### src/rtl/map_hub_sw.sv
// -----------------------------------------------------------------------------
// map_hub_sw
//
// Mapper hub with glitch-free switching. Selects one of CH mapper output buses
// (or the nominal fallback bus) by matching the committed mapper index against
// a per-slot ID table, and registers the result onto map_out. A change of
// map_idx is committed only after it has held one value for STABLE cycles and
// the output has then been blanked for a QUIET window.
//
// Optional feature macro: MAP_HUB_SW_STAT_EN
//   defined   -> sw_cnt counts QUIET->ACTIVE commits, saturating at 16'hFFFF
//   undefined -> sw_cnt tied to 0, no counter logic
//
// Ports:
//   clk      in   1          system clock
//   rst      in   1          synchronous, active-high reset
//   map_idx  in   IDX_W      requested mapper number
//   slot_id  in   CH*IDX_W   slot k ID at [k*IDX_W +: IDX_W]
//   map_in   in   CH*DW      slot k output bus at [k*DW +: DW]
//   map_nom  in   DW         nominal (fallback) mapper output
//   map_out  out  DW         registered selected output
//   cur_idx  out  IDX_W      committed mapper index
//   hit      out  1          committed index matched a slot
//   busy     out  1          high while debouncing or blanking
//   sw_cnt   out  16         committed-switch counter
//
// State table:
//   state    | meaning
//   ACTIVE   | committed mapping driven onto map_out
//   DEBOUNCE | waiting for map_idx to hold one value for STABLE cycles
//   QUIET    | output forced to zero before the new index is committed
// -----------------------------------------------------------------------------
module map_hub_sw #(
    parameter int CH     = 16,
    parameter int IDX_W  = 8,
    parameter int DW     = 64,
    parameter int STABLE = 4,
    parameter int QUIET  = 8
) (
    input  logic                clk,
    input  logic                rst,
    input  logic [IDX_W-1:0]    map_idx,
    input  logic [CH*IDX_W-1:0] slot_id,
    input  logic [CH*DW-1:0]    map_in,
    input  logic [DW-1:0]       map_nom,
    output logic [DW-1:0]       map_out,
    output logic [IDX_W-1:0]    cur_idx,
    output logic                hit,
    output logic                busy,
    output logic [15:0]         sw_cnt
);

    localparam int CNT_MAX = (STABLE > QUIET) ? STABLE : QUIET;
    localparam int CNT_W   = $clog2(CNT_MAX + 1);
    localparam logic [CNT_W-1:0] STB_LAST = CNT_W'(STABLE - 1);
    localparam logic [CNT_W-1:0] QT_LAST  = CNT_W'(QUIET - 1);

    typedef enum logic [1:0] {
        ST_ACTIVE   = 2'd0,
        ST_DEBOUNCE = 2'd1,
        ST_QUIET    = 2'd2
    } state_t;

    state_t             r_state;
    logic [IDX_W-1:0]   r_pend_idx;
    logic [IDX_W-1:0]   r_cur_idx;
    logic [CNT_W-1:0]   r_cnt;
    logic               r_cur_valid;
    logic [DW-1:0]      r_map_out;

    logic [DW-1:0]      w_sel;
    logic               w_hit;

    // Walk slots from the top down so the lowest matching slot overrides.
    always_comb begin
        w_sel = map_nom;
        w_hit = 1'b0;
        for (int k = CH - 1; k >= 0; k--) begin
            if (slot_id[k*IDX_W +: IDX_W] == r_cur_idx) begin
                w_sel = map_in[k*DW +: DW];
                w_hit = 1'b1;
            end
        end
    end

    always_ff @(posedge clk) begin
        if (rst) begin
            r_state     <= ST_DEBOUNCE;
            r_pend_idx  <= map_idx;
            r_cnt       <= '0;
            r_cur_valid <= 1'b0;
            r_cur_idx   <= '0;
            r_map_out   <= '0;
        end else begin
            case (r_state)
                ST_ACTIVE: begin
                    r_map_out <= w_sel;
                    if (map_idx != r_cur_idx) begin
                        r_state    <= ST_DEBOUNCE;
                        r_pend_idx <= map_idx;
                        r_cnt      <= '0;
                    end
                end
                ST_DEBOUNCE: begin
                    // Keep driving the old mapping while undecided; nothing is
                    // committed yet after reset, so drive zero then.
                    r_map_out <= r_cur_valid ? w_sel : '0;
                    if (map_idx != r_pend_idx) begin
                        r_pend_idx <= map_idx;
                        r_cnt      <= '0;
                    end else if (r_cnt == STB_LAST) begin
                        if (r_cur_valid && (r_pend_idx == r_cur_idx)) begin
                            // Glitch settled back on the committed index.
                            r_state <= ST_ACTIVE;
                        end else begin
                            r_state   <= ST_QUIET;
                            r_cnt     <= '0;
                            r_map_out <= '0;
                        end
                    end else begin
                        r_cnt <= r_cnt + CNT_W'(1);
                    end
                end
                ST_QUIET: begin
                    r_map_out <= '0;
                    if (r_cnt == QT_LAST) begin
                        r_cur_idx   <= r_pend_idx;
                        r_cur_valid <= 1'b1;
                        r_state     <= ST_ACTIVE;
                    end else begin
                        r_cnt <= r_cnt + CNT_W'(1);
                    end
                end
                default: begin
                    r_state <= ST_DEBOUNCE;
                end
            endcase
        end
    end

`ifdef MAP_HUB_SW_STAT_EN
    logic [15:0] r_sw_cnt;

    always_ff @(posedge clk) begin
        if (rst) begin
            r_sw_cnt <= '0;
        end else if ((r_state == ST_QUIET) && (r_cnt == QT_LAST) &&
                     (r_sw_cnt != 16'hFFFF)) begin
            r_sw_cnt <= r_sw_cnt + 16'd1;
        end
    end

    assign sw_cnt = r_sw_cnt;
`else
    assign sw_cnt = 16'd0;
`endif

    assign map_out = r_map_out;
    assign cur_idx = r_cur_idx;
    assign hit     = w_hit;
    assign busy    = (r_state != ST_ACTIVE);

endmodule

### config.mk
export PLATFORM = sky130hd
export DESIGN_NAME = map_hub_sw
export DESIGN_NICKNAME = d
export VERILOG_FILES = /design/src/rtl/map_hub_sw.sv
export SDC_FILE = /design/constraint.sdc
export NUM_CORES = 1
export LEC_CHECK = 0
export ABC_CLOCK_PERIOD_IN_PS = 2800
export BUFFER_PORTS_ARGS = -buffer_cell sky130_fd_sc_hd__clkbuf_2
export CORE_AREA = 2 2 509 511
export CTS_BUF_LIST = sky130_fd_sc_hd__clkbuf_8
export DETAILED_ROUTE_END_ITERATION = 10
export DIE_AREA = 0 0 511 513
export PLACE_DENSITY = 0.32
export SETUP_SLACK_MARGIN = 0.4
export SKIP_CTS_REPAIR_TIMING = 1
export SKIP_LAST_GASP = 1
export SLEW_MARGIN = 20
export SYNTH_ARGS = -nofsm -noshare
export SYNTH_HDL_FRONTEND = slang
export SYNTH_SLANG_ARGS = --single-unit
export TNS_END_PERCENT = 20
### constraint.sdc
create_clock -name clk -period 2.8 [get_ports clk]
set_input_delay 0.42 -clock clk [delete_from_list [all_inputs] [get_ports clk]]
set_output_delay 0.42 -clock clk [all_outputs]
set_load 0.01 [all_outputs]
# Yosys cells after proc, flatten, opt, wreduce, memory -nomap -nowiden
# Index checks and enable logic that the tools add are counted.
# word_totals
reg_bits,87
inputBits,1226
out_inout_bits,90
elab_cells,100
# op_classes
addsub,1
n_eq_ne,31
mux,53
n_reduce_logical,9
# op_table
op,n
$mux 64,20
$pmux 64 s3,1
$eq 8x8->1,17
$mux 8,3
$mux 4,5
$mux 1,16
$ne 8x8->1,2
$pmux 8 s2,1
$pmux 4 s3,1
$mux 2,5
$ne 2x2->1 const B,5
$reduce_and 4->1,2
$ne 3x3->1 const B,2
$pmux 2 s3,1
$reduce_bool 3->1,2
$add 4x1->4 const B,1
$eq 4x2->1 const B,1
$eq 4x3->1 const B,1
$ne 4x4->1 const B,1
$reduce_and 3->1,1
$eq 2x1->1 const B,1
$eq 2x2->1 const B,1
$logic_not 2->1,1
$reduce_and 2->1,1
other kinds (2),2

# Depth between registers and ports, before layout
# Gate-level depths: netlist (run 1).
# logic_depth
depth_word,22
mapped_depth,13
depth_no_buf,9

# Least setup slack after synthesis (run 1)
# Ideal clock, no wire load.
# synth_timing
kind,reg2out
from,"register r_cur_idx[3], in the netlist cur_idx[3]"
to,output port hit
arrival_time_ps,2317
required_ps,2380
setup_slack_ps,63
path_stages_with_launch,12
path_buffers,5
path_cell_list,dfxtp_1 > buf_4 > buf_4 > xor2_1 > nor4_1 > nand2_1 > clkbuf_1 > clkbuf_1 > buf_2 > nand2_1 > nor4_1 > nand4_1
# synth_via
elab_chain_cells,17
elab_cells_between_ends,32
classes_between,16 x eq/ne; 16 x mux
# synth_lines
element,line,source
"start, declared",66,logic [IDX_W-1:0] r_cur_idx;
"start signal, assigned",127,r_cur_idx <= r_pend_idx;
$eq 8x8->1,79,if (slot_id[k*IDX_W +: IDX_W] == r_cur_idx) begin
$mux 1 (15 in series),79,
$mux 1 (*),79,
"end, declared",48,"output logic hit,"
# Mark *: on every way between the ends. The rest lies on a longest branch, timed or not.

# Worst setup path in the final report (run 1)
# layout_timing
from,"register r_cur_idx[3], in the netlist cur_idx[3]"
to,"register r_map_out[21], in the netlist map_out[21]"
# layout_via
elab_chain_cells,22
elab_cells_between_ends,39
classes_between,17 x eq/ne; 21 x mux; 1 x reduce/logical
# layout_lines
element,line,source
$eq 8x8->1,79,
$mux 64 (16 in series),79,
$mux 64,107,r_map_out <= r_cur_valid ? w_sel : '0;
$mux 64,112,if (r_cur_valid && (r_pend_idx == r_cur_idx)) begin
$mux 64,111,end else if (r_cnt == STB_LAST) begin
$mux 64,108,if (map_idx != r_pend_idx) begin
$pmux 64 s3 (*),95,case (r_state)
"end signal, assigned",97,r_map_out <= w_sel;
"end signal, assigned",107,
"end, declared",69,logic [DW-1:0] r_map_out;
# Marks and branches as above.
# A chain may end at the register's enable or synchronous reset.

==> results of run 1 <==
state kept, by name (all words and copies together) (netlist names):
signal and flops:
map_out 64, r_state 2, r_cnt 4, r_pend_idx 8, cur_idx 8, r_cur_valid 1
metal layers:
layer / up-vias / part of all wire, %
li1: 12600 / -
met1: 13800 / 40
met2: 1644 / 49
met3: 342 / 7.8
met4: 70 / 3.6
met5: - / 0.19
power by group through the flow:
stage	clock network (mW)	logic, mW	registers, mW
after floorplan	0	0.496	1.32
after global placement	0	2.37	1.32
after detailed placement	0	2.35	1.32
after CTS	1.47	2.37	1.29
after global routing	1.48	2.56	1.29
final	1.31	2.41	1.29
layout by cell type (no fill, tap or decap), drive strengths merged, types with 55 or more instances in the layout:
| cell | n |
|---|---|
| a221oi | 247 |
| dfxtp | 79 |
| o21ai | 273 |
| clkbuf | 1317 |
| xor2 | 97 |
| xnor2 | 55 |
| buf | 660 |
| o211ai | 62 |
| mux2i | 64 |
| a21oi | 118 |
| nor2 | 339 |
| and3 | 64 |
| inv | 77 |
| nand2 | 282 |
logic make-up (layout without fill, tap and decap cells):
| family | Yosys count | after routing | synth area share (%) |
|---|---|---|---|
| other | 1 | 67 | 0.0238 |
| flip-flops | 87 | 87 | 11.6 |
| multiplexers | 65 | 65 | 4.13 |
| AO/OA/AOI/OAI | 973 | 973 | 43.7 |
| adder cells (fa/ha/maj) | 5 | 5 | 0.397 |
| AND/OR/NAND/NOR | 790 | 790 | 22.1 |
| buffers and inverters | 341 | 2056 | 9.62 |
| XOR/XNOR | 152 | 152 | 8.44 |
metrics by stage:
| stage | TNS, ns | util [%] |
|---|---|---|
| floorplan | 0 | - |
| global placement | -33.73 | 12.2 |
| detailed placement | -32.13 | 12.2 |
| CTS | -34.47 | 12.3 |
| global route | -27.01 | 13.1 |
| finish | -19.20 | 13.1 |
critical path, stage by stage, from the launching register on:
cell	delay, ns
dfxtp_4	0.41
buf_12	0.16
xor2_1	0.19
nor4_4	0.40
buf_12	0.15
a211oi_4	0.08
buf_12	0.18
buf_4	0.20
a221oi_1	0.61
buf_4	0.23
o21ai_0	0.09
a211oi_1	0.27
a211o_1	0.18
a21oi_1	0.04
area by class of cell:
| cell class | instances | area share [%] |
|---|---|---|
| repair buffers | 1968 | 39.6 |
| clock inverters | 7 | 0.201 |
| diodes | 51 | 0.380 |
| well taps | 3384 | 12.6 |
| flip-flops and latches | 87 | 5.50 |
| multi-input cells | 2001 | 40.6 |
| inverters | 72 | 0.809 |
| clock buffers | 9 | 0.369 |
cell usage after synthesis (all sizes together), types with 3 or more instances:
master,n,area (µm²)
nand4,15,93.8
a211oi,39,310
a31o,13,114
buf,104,628
inv,72,270
o21ai,273,1370
and2,5,31.3
clkbuf,165,619
a2bb2oi,26,228
a221oi,247,2190
a31oi,51,319
xor2,97,850
o221ai,44,385
nand3,14,70.1
o221a,19,214
ha,5,62.6
nor3b,3,22.5
o211ai,62,465
or2,3,18.8
dfxtp,79,1580
edfxtp,8,240
mux2i,64,641
a21oi,118,591
o211a,9,90.1
and3,64,400
o21a,12,90.1
and4,21,184
a21o,19,143
a2111oi,9,103
nor4,28,224
o21ba,12,120
xnor2,55,482
nand2,282,1060
nor3,7,35.0
nor2,339,1270
a211o,10,87.6
worst min-delay path by stage:
stage,from,endpoint,slack (ns),depth (start not counted)
final,map_idx[7],r_pend_idx[7]$_DFFE_PP_,0.13,1
after detailed placement,r_cnt[3]$_SDFFE_PP0P_,r_cnt[3]$_SDFFE_PP0P_,0.50,2
after floorplan,r_cur_valid$_SDFFE_PP0P_,r_cur_valid$_SDFFE_PP0P_,0.46,2
after global placement,r_cnt[3]$_SDFFE_PP0P_,r_cnt[3]$_SDFFE_PP0P_,0.49,2
after global routing,map_idx[7],r_pend_idx[7]$_DFFE_PP_,0.03,1
after CTS,map_idx[7],r_pend_idx[7]$_DFFE_PP_,0.01,1
==> out/metrics.csv, run 1 <==
stage;metric;value;unit
yosys;Synth Flop Type;dfxtp_1;
die;Die Y;513;µm
critical_path;CP endpoint;map_out[21]$_SDFFE_PP0P_;
power_and_ir_drop;Tot Pwr;5.01;mW
routing;post-route ant nets;0;
outcome;status;finished, violations left;
yosys;Cells after Synth;2414;
clocking;Root Buffer;clkbuf_8;
sta;slew at the pin with the worst max-slew slack;0.930;ns
sta;final worst setup slack;-0.555;ns
clocking;CTS max path bufs;2;
yosys;syn_area_per_cell;6.53;µm²
critical_path;Critical Path RT;3.28;ns
global_routing;Overall Global Routing Usage;17.7;%
power_and_ir_drop;Sw Pwr;2.27;mW
sta;setup repair after global routing missed its margin;true;
global_routing;largest net degree at the start of global routing;41;
placed_design;routability cong.;0.956;
yosys;sequential fraction of the synthesis area;11.6;%
sta;FMAX;298;MHz
global_routing;initial antenna violation count;144;
power_and_ir_drop;Clk pwr share;26.2;%
die;core footprint;256000;µm²
clocking;CTS tree;yes;
placed_design;Placement Setup Slack;-1.60;ns
power_and_ir_drop;sequential fraction of design power;25.7;%
routing;DR WL/cell;32.6;µm
die;# IOs;1316;
hold_path;type of the worst min-delay path;in -> reg;
routing;vias per cell;3.76;
finish;Final #Nets;5370;
critical_path;critical path arrival;3.84;ns
critical_path;Crit. Startpoint;cur_idx[3]$_SDFFE_PP0P_;
yosys;Post-synth EDFFs;8;
clocking;clk slew on worst S/H paths;0.16;ns
power_and_ir_drop;Comb pwr share;48.1;%
clocking;H-tree levels;3;
outcome;failing checks;negative setup slack;
job;max_cap viols;0;
sta;Slew Viols, Final;0;
global_routing;number of global-route vias before repair;29500;
sta;period utilization;120;%
yosys;Cell Area, Synth;15800;µm²
finish;share of layout cells above drive strength 1;52.3;%
critical_path;startpoint types;register;
finish;multi-input combinational cell area;13600;µm²
finish;Layout fillers;30100;
placed_design;dpl hpwl;213000;µm
yosys;Synth warnings;0;
die;Die X;511;µm
power_and_ir_drop;Power per Cell Area;149;nW/µm²
sta;Hold Vio Cnt, Final;0;
routing;DRT iter0 DRCs;2255;
sta;final setup vio count;65;
die;Starting Density;6.15;%
power_and_ir_drop;Pleak;16.1;nW
routing;DRC viols;0;
power_and_ir_drop;Pint;2.74;mW
critical_path;reg2reg setup slack;-0.56;ns
critical_path;critical setup path kind;reg -> reg;
critical_path;r2r startpoint;cur_idx[3]$_SDFFE_PP0P_;
yosys;Seq cells post-synth;87;
finish;Post-Layout Cell Count;7579;
routing;Pre-Repair DR Iteration Count;8;
finish;Syn-to-layout area delta;113;%
power_and_ir_drop;maximum VDD drop;0.000308;V
die;die outline area;262000;µm²
critical_path;Crit Path Max Fanout;22;
clocking;CTS Buf Count;9;
die;row cnt;186;
clocking;Clock Latency Late Sink;0.61;ns
finish;final instance area;33600;µm²
global_routing;global route hottest layer;met2;
placed_design;I/O Buffers;1299;
sta;worst clock skew;0.0465;ns
critical_path;worst r2r path cells;13;
sta;fin crit period;3.36;ns
power_and_ir_drop;Net Sw Frac;45.4;%
critical_path;reg-to-reg endpoint;map_out[21]$_SDFFE_PP0P_;
yosys;Post-synth ARST share;0;%
sta;Slew headroom;37.3;%
global_routing;first-pass GRT wire length;305000;µm
sta;worst hold slack;0.128;ns
routing;total number of vias;28500;
global_routing;met3 Usage GRT;4.84;%
placed_design;Post-DP Area;31200;µm²
global_routing;Congestion Overflow GR;0;
global_routing;GR met1 Demand/Resource;20.3;%
routing;drt total wl;247000;µm
finish;sequential cell area;1850;µm²
global_routing;met2 usage;31.6;%
clocking;clk sinks;87;
yosys;Netlist cell types;65;
critical_path;CP Capture Type;register;
placed_design;Placed Cells;7422;
Power figures use the tool's default switching activity.
==> run 2: changes to the inputs <==
--- a/config.mk
+++ b/config.mk
@@ -19,4 +19,4 @@
 export SYNTH_ARGS = -nofsm -noshare
 export SYNTH_HDL_FRONTEND = slang
 export SYNTH_SLANG_ARGS = --single-unit
-export TNS_END_PERCENT = 20
+export TNS_END_PERCENT = 50
==> out/metrics.csv, run 2 (synthesis gave the netlist of run 1 again) <==
stage;metric;value;unit
critical_path;reg-to-reg endpoint;map_out[21]$_SDFFE_PP0P_;
sta;fin crit period;3.35;ns
global_routing;first-pass GRT wire length;305000;µm
routing;DR WL/cell;32.7;µm
clocking;CTS max path bufs;2;
sta;final setup vio count;65;
outcome;status;finished, violations left;
critical_path;Critical Path RT;3.28;ns
finish;number of flip-flops in the largest register;64;
die;die outline area;262000;µm²
die;core footprint;256000;µm²
placed_design;Placed Cells;7422;
sta;Slew Viols, Final;0;
hold_path;worst hold path endpoint;r_pend_idx[7]$_DFFE_PP_;
clocking;Clock Latency Late Sink;0.60;ns
hold_path;HP Start;map_idx[7];
placed_design;routability cong.;0.956;
clocking;clk sinks;87;
sta;FMAX;298;MHz
power_and_ir_drop;Power per Cell Area;147;nW/µm²
sta;worst clock skew;0.0419;ns
finish;most common cell after layout, fill and taps aside;clkbuf_2;
clocking;clk slew on worst S/H paths;0.15;ns
sta;final worst setup slack;-0.551;ns
sta;Slew headroom;41.2;%
die;row cnt;186;
critical_path;reg2reg setup slack;-0.55;ns
finish;Post-Layout Cell Count;7596;
job;max_cap viols;0;
clocking;CTS tree;yes;
clocking;Root Buffer;clkbuf_8;
sta;slew at the pin with the worst max-slew slack;0.882;ns
routing;DRT iter0 DRCs;2066;
critical_path;CP Capture Type;register;
finish;Final #Nets;5388;
sta;period utilization;120;%
routing;total number of vias;28600;
placed_design;dpl hpwl;213000;µm
global_routing;initial antenna violation count;143;
clocking;H-tree levels;3;
critical_path;Max stage delay on crit path;0.61;ns
placed_design;I/O Buffers;1299;
global_routing;Congestion Overflow GR;0;
clocking;CTS Buf Count;9;
die;Die X;511;µm
critical_path;critical path arrival;3.83;ns
sta;Hold Vio Cnt, Final;0;
critical_path;critical setup path kind;reg -> reg;
hold_path;type of the worst min-delay path;in -> reg;
power_and_ir_drop;Pleak;16.3;nW
global_routing;largest net degree at the start of global routing;41;
routing;Pre-Repair DR Iteration Count;6;
routing;DRC viols;0;
sta;worst hold slack;0.125;ns
critical_path;r2r startpoint;cur_idx[3]$_SDFFE_PP0P_;
global_routing;number of global-route vias before repair;29500;
routing;drt total wl;248000;µm
routing;vias per cell;3.76;
finish;commonest non-fill, non-tap cells in the layout;clkbuf_2 (1297), buf_4 (515), nor2_1 (318), nand2_1 (264), o21ai_0 (198);
die;# IOs;1316;
critical_path;CP dominant cell by count;buf_12;
critical_path;crit path cell chain;buf_12 > xor2_1 > nor4_4 > buf_12 > a211oi_4 > buf_12 > buf_4 > a221oi_1 > buf_4 > o21ai_0 > a211oi_1 > a211o_1 > a21oi_1;
power_and_ir_drop;maximum VDD drop;0.000308;V
global_routing;Overall Global Routing Usage;17.7;%
critical_path;worst r2r path cells;13;
hold_path;hold depth;1;
finish;share of layout cells above drive strength 1;54.3;%
critical_path;CP max-delay cell;a221oi_1;
critical_path;Crit Path Max Fanout;21;
die;Die Y;513;µm
outcome;failing checks;negative setup slack;
routing;post-route ant nets;0;
sta;setup repair after global routing missed its margin;true;
finish;Syn-to-layout area delta;119;%
critical_path;startpoint types;register;
die;Starting Density;6.15;%
## run 2: worst max-delay path by stage
stage | from | end | slack [ns] | cells past startpoint
2_1_floorplan | cur_idx[2]$_SDFFE_PP0P_ | map_out[21]$_SDFFE_PP0P_ | 0.37 | 13
4_1_cts | cur_idx[6]$_SDFFE_PP0P_ | map_out[40]$_SDFFE_PP0P_ | -1.58 | 12
6_report | cur_idx[3]$_SDFFE_PP0P_ | map_out[21]$_SDFFE_PP0P_ | -0.55 | 13
3_5_place_dp | cur_idx[6]$_SDFFE_PP0P_ | map_out[40]$_SDFFE_PP0P_ | -1.60 | 12
3_3_place_gp | cur_idx[6]$_SDFFE_PP0P_ | map_out[40]$_SDFFE_PP0P_ | -1.60 | 12
5_1_grt | cur_idx[3]$_SDFFE_PP0P_ | hit | -0.62 | 11
## run 2: critical path: cells and delay by family, from the launching register on
kind | cells | cell delay (ns)
flops | 1 | 0.40
buf+inv | 5 | 0.92
simple gates | 1 | 0.39
compound gates | 6 | 1.29
xor+xnor | 1 | 0.19
## run 2: metal layers
metal	GRT usage (%)	share of wire [%]	wire length (µm)	up-vias
met5	0	0.19	463	-
met4	5.40	3.8	9370	68
met3	4.84	7.8	19400	356
li1	-	-	-	12600
met2	31.6	49	121000	1663
met1	20.3	40	98300	13900
## run 2: layout make-up
type                       count  area [µm²]
antenna                       50         125
clock buffer                   9         124
clock inverter                 7        67.6
fill                       30100      222000
inverter                      72         272
multi-input combinational   2001       14200
sequential                    87        1850
tap                         3384        4230
timing repair buffer        1986       13500
## run 2: where the power goes
part / total (mW) / switching (mW) / internal, mW / leakage (nW)
clock network: 1.31 / 0.962 / 0.351 / 0.0969
logic: 2.47 / 1.32 / 1.14 / 15.5
registers: 1.29 / 0.0171 / 1.27 / 0.727
## run 2: through the flow
step	util [%]	worst slack, ns	power, mW	setup TNS, ns	cell area, µm²
finish	13.4	-0.551	5.07	-16.09	34500
global route	13.4	-0.620	5.39	-24.87	34400
CTS	12.3	-1.58	5.13	-34.47	31400
detailed placement	12.2	-1.60	3.67	-32.13	31200
global placement	12.2	-1.60	3.69	-33.73	31200
floorplan	-	0.375	1.82	0	16000
